<file path="src/rtl/shift_normalizer.sv">
// shift_normalizer
//   Iterative normalizer: finds the single-bit shift count a barrel shifter
//   needs to bring the leading (dir=1, MSB side) or trailing (dir=0, LSB side)
//   one of an operand to the edge of the word. It shifts one bit per cycle.
//
// Ports
//   clk    in   clock, rising edge
//   rst    in   asynchronous active-low reset
//   start  in   request; accepted in IDLE or DONE
//   in     in   operand [WIDTH-1:0], sampled with start
//   dir    in   1 = normalize left (MSB to 1), 0 = normalize right (LSB to 1)
//   busy   out  high while shifting
//   done   out  one-cycle completion pulse
//   out    out  normalized value [WIDTH-1:0]
//   shamt  out  shifts applied [SW-1:0]
//   zero   out  accepted operand was all zeros
//
// SW must equal log2(WIDTH). A nonzero operand needs at most WIDTH-1 shifts,
// so the count register can never wrap.
module shift_normalizer #(
    parameter int WIDTH = 8,
    parameter int SW    = 3
) (
    input  logic             clk,
    input  logic             rst,
    input  logic             start,
    input  logic [WIDTH-1:0] in,
    input  logic             dir,
    output logic             busy,
    output logic             done,
    output logic [WIDTH-1:0] out,
    output logic [SW-1:0]    shamt,
    output logic             zero
);

    localparam logic [1:0] IDLE  = 2'd0;
    localparam logic [1:0] SHIFT = 2'd1;
    localparam logic [1:0] DONE  = 2'd2;

    logic [1:0]       state;
    logic             dir_q;
    logic [WIDTH-1:0] work;
    logic [SW-1:0]    cnt;
    logic             zero_q;
    logic             tbit;
    logic             accept;

    // Bit that must be 1 for the operand to count as normalized.
    assign tbit   = dir_q ? work[WIDTH-1] : work[0];
    assign accept = start && (state == IDLE || state == DONE);

    always_ff @(posedge clk or negedge rst) begin
        if (!rst) begin
            state  <= IDLE;
            dir_q  <= 1'b0;
            work   <= '0;
            cnt    <= '0;
            zero_q <= 1'b0;
        end else begin
            case (state)
                IDLE, DONE: begin
                    if (accept) begin
                        // An all-zero operand has no one to find; finish at
                        // once with out=0 (the latched operand) and shamt=0.
                        work   <= in;
                        dir_q  <= dir;
                        cnt    <= '0;
                        zero_q <= (in == '0);
                        state  <= (in == '0) ? DONE : SHIFT;
                    end else begin
                        // Result registers are left alone so they hold
                        // until the next accepted start.
                        state <= IDLE;
                    end
                end
                SHIFT: begin
                    // start is ignored here; the operation runs to completion.
                    if (tbit) begin
                        state <= DONE;
                    end else begin
                        work <= dir_q ? {work[WIDTH-2:0], 1'b0}
                                      : {1'b0, work[WIDTH-1:1]};
                        cnt  <= cnt + 1'b1;
                    end
                end
                default: state <= IDLE;
            endcase
        end
    end

    // Pure state decodes: no combinational path from any input.
    assign busy  = (state == SHIFT);
    assign done  = (state == DONE);
    assign out   = work;
    assign shamt = cnt;
    assign zero  = zero_q;

endmodule

</file>
<file path="config.mk">
export PLATFORM = sky130hd
export DESIGN_NAME = shift_normalizer
export DESIGN_NICKNAME = d
export VERILOG_FILES = /design/src/rtl/shift_normalizer.sv
export SDC_FILE = /design/constraint.sdc
export NUM_CORES = 1
export LEC_CHECK = 0
export ABC_AREA = 1
export BUFFER_PORTS_ARGS = -buffer_cell sky130_fd_sc_hd__buf_2
export CAP_MARGIN = 0
export CORE_MARGIN = 4
export CORE_UTILIZATION = 24
export CTS_BUF_LIST = sky130_fd_sc_hd__clkbuf_16
export DETAILED_ROUTE_END_ITERATION = 7
export GPL_TIMING_DRIVEN = 0
export PLACE_DENSITY_LB_ADDON = 0.05
export SYNTH_ARGS = -nofsm -noshare
export SYNTH_HDL_FRONTEND = slang
export SYNTH_SLANG_ARGS = --single-unit
</file>
<file path="constraint.sdc">
create_clock -name clk -period 1 [get_ports clk]
set_clock_uncertainty 0.05 [all_clocks]
set_input_delay 0.2 -clock clk [delete_from_list [all_inputs] [get_ports clk]]
set_output_delay 0.2 -clock clk [all_outputs]
set_load 0.005 [all_outputs]
</file>
==> qor.yml <==
outcome:
  outcome: "finished with violations"
  violations: "negative setup slack"
global_route:
  grtUsageTotal_pct: 12.9
  first_global_vias: 914
  grt_busiest_layer: "met2"
  use_met1_pct: 16.6
  grt_overflow_total: 0
  antenna_found_initial: 0
  grt_max_degree: 16
  met2_usage_pct: 21.2
  grt_use_met3_pct: 2.53
  grt_pass1_wl_mm: 4.26
critical_path:
  crit_start: "state[0]$_DFFE_PN0P_"
  worstPathCellList: "buf_4 -> nor2_2 -> buf_2"
  arrival_ns: 0.97
  cp-end-kind: "output port"
  cpMaxStageDelayCell: "dfrtp_1"
  path_class: "reg2out"
  worstReg2RegStart: "state[0]$_DFFE_PN0P_"
  crit_fanout: 3
  required_ns: 0.75
  path_buf_inv: 2
  slowest_delay_ns: 0.42
  critPathTopFamily: "flip-flops"
  cp-start-kind: "flop"
pwr:
  leakagePower_nw: 0.746
  ir_worst_vdd_v: 0.000905
  sequentialPowerShare_pct: 24.4
  switching_power_mw: 1.79
  pwr-share-comb_pct: 58.0
  power_density_nw_per_um2: 3230
  power_frac_clock_pct: 17.6
  internal_power_mw: 2.61
  switching_share_pct: 40.6
timing:
  fin_crit_ns: 1.22
  finalSetupViolCount: 23
  fin_crit_sh_pct: 122
  hold_viol: 0
  drv_slew: 0
  hold_slack_ns: 0.131
  fmax_mhz: 819
  max_slew_margin_pct: 76.0
  finalWorstSetupSlack_ns: -0.221
  worstMarginPinSlew_ns: 0.360
  rsz0062_at_grt: "yes"
  timing.setup.tns_ns: -2.93
yosys:
  synth_cells: 111
  yosysSeqAreaShare_pct: 44.8
  synth_warnings: 0
  syn_avg_cell_area_sq_um: 7.55
  synth_cell_types: 19
  syn_nets: 124
  yosys_register_bits: 15
  syn_area_sq_um: 838
finish:
  design_area_sq_um: 1360
  fill_cells: 391
  nets: 174
  layout-drive-gt1-share_pct: 43.1
  syn2layout_area_growth_pct: 62.4
  diodes: 0
clock_tree:
  cts_tree: "done"
  clockBufferDepth: 2
  clock-sinks: 15
  root_buffer: "clkbuf_16"
  clk_transition_reported_paths_ns: 0.05
  clk_latency_ns: 0.24
  h-tree-depth: 1
  cts_buffers: 3
place:
  dp_hpwl_mm: 1.78
  gp_congestion: 0.716
  place_area_sq_um: 1050
  io_buffers: 25
job:
  cap_violations: 0
die:
  start_util_pct: 24.9
  rows: 21
  fp.dieH_microns: 67.1
  core_sq_um: 3360
  die_w_microns: 67.1
  ios: 26
  die-area_sq_um: 4500
route:
  vias: 883
  via_per_inst: 4.29
  drt-wirelength-per-cell_microns: 12.4
  drc: 0
  wl_mm: 2.56
  ant_nets: 0
  drt_pass1_iterations: 4
  drtIter0Drc: 36
hold_path:
  min_path_type: "in2reg"
  hold_start: "dir"
## worst reg2reg max path, delay by kind of cell, from the launching register on
kind,cells,cell delay (ns)
AND/OR/NAND/NOR,4,0.39
flip-flops,1,0.41
buffers and inverters,2,0.26
## registers in the layout, indices dropped and copies added (netlist names)
| register | cells |
|---|---|
| out | 8 |
| shamt | 3 |
| state | 2 |
| dir_q | 1 |
| zero | 1 |
## layout by cell type, fill, tap and decap left out
cell type	n
nand2_1	43
buf_2	24
buf_4	18
nand3_1	15
dfrtp_1	13
nor2_1	5
nand2_2	4
o211ai_1	4
nand2_4	3
o21ai_1	3
inv_1	3
clkbuf_16	3
inv_4	2
inv_2	2
buf_6	2
o21ai_0	2
buf_8	2
dfrtp_2	2
nor2_8	1
nor2_2	1
inv_8	1
nand3_4	1
nand2_8	1
a21oi_2	1
xor2_1	1
ha_1	1
buf_16	1
dlygate4sd3_1	1
## power by group through the flow
stage | combinational, mW | sequential (mW) | clock [mW]
final | 2.55 | 1.08 | 0.772
after global routing | 2.83 | 1.12 | 0.836
after CTS | 2.48 | 1.07 | 0.792
after detailed placement | 1.82 | 1.13 | 0
after global placement | 1.83 | 1.12 | 0
after floorplan | 1.23 | 1.10 | 0
## stage by stage
| step | total power, mW | std cells | setup WS [ns] | util, % |
|---|---|---|---|---|
| after floorplan | 2.34 | 111 | -0.118 | - |
| after global placement | 2.95 | 182 | -0.247 | 31.1 |
| after detailed placement | 2.95 | 182 | -0.235 | 31.1 |
| after CTS | 4.34 | 203 | -0.218 | 39.1 |
| after global routing | 4.78 | 206 | -0.287 | 40.5 |
| final | 4.40 | 206 | -0.221 | 40.5 |
## Yosys cell counts
library cell,instances,area (sq um)
dfrtp_1,15,375
nand3_4,1,17.5
buf_2,1,5.00
o21ai_0,4,20.0
inv_2,1,3.75
xor2_1,1,8.76
inv_4,1,6.26
a21oi_1,1,5.00
nor2_8,1,20.0
nand2_2,1,6.26
inv_1,5,18.8
buf_6,1,11.3
o21ai_1,1,5.00
buf_4,1,7.51
ha_1,1,12.5
nand2_1,50,188
nand3_1,15,75.1
o211ai_1,4,30.0
nor2_1,6,22.5
## logic make-up (layout without fill, tap and decap cells)
logic type | Yosys count | count (layout) | share of synthesized area (%)
AOI/OAI and AO/OA | 10 | 10 | 7.16
xor gates and xnor gates | 1 | 1 | 1.04
adders and majority gates | 1 | 1 | 1.49
buffers and inverters | 10 | 59 | 6.27
DFF | 15 | 15 | 44.8
and+or+nand+nor | 74 | 74 | 39.3
## path summary, 6_finish.rpt
kind	endpoint	cells past startpoint	slack (ns)
setup / recovery	done	3	-0.22
hold / removal	dir_q$_DFFE_PN0P_	3	0.13
setup reg to reg	out[5]$_DFFE_PN0P_	6	-0.21
hold reg to reg	out[4]$_DFFE_PN0P_	2	0.48
max in group asynchronous	state[1]$_DFFE_PN0P_	2	0.26
min in group asynchronous	out[7]$_DFFE_PN0P_	2	0.35
## cell type report
| type | instances | area, sq um | area share, % |
|---|---|---|---|
| flip-flops and latches | 15 | 378 | 27.8 |
| repair buffers | 45 | 304 | 22.3 |
| plain buffers | 3 | 41.3 | 3.03 |
| inverters | 7 | 38.8 | 2.85 |
| clock inverters | 1 | 3.75 | 0.276 |
| multi-input cells | 86 | 463 | 34.0 |
| clock buffers | 3 | 75.1 | 5.51 |
| well taps | 46 | 57.6 | 4.23 |
## timing repair
action	CTS	global route
pin swaps	6	2
hold buffers	1	0
cloned	1	0
buffers inserted	15	3
resized for setup	17	6
endpoints found under the hold margin	15	0
setup endpoints to repair	28	29
## per-layer routing
metal	up-vias	part of all wire, %
li1	457	-
met1	409	47
met2	15	48
met3	2	3.9
met4	0	0.98
met5	-	0
Power figures use the tool's default switching activity.
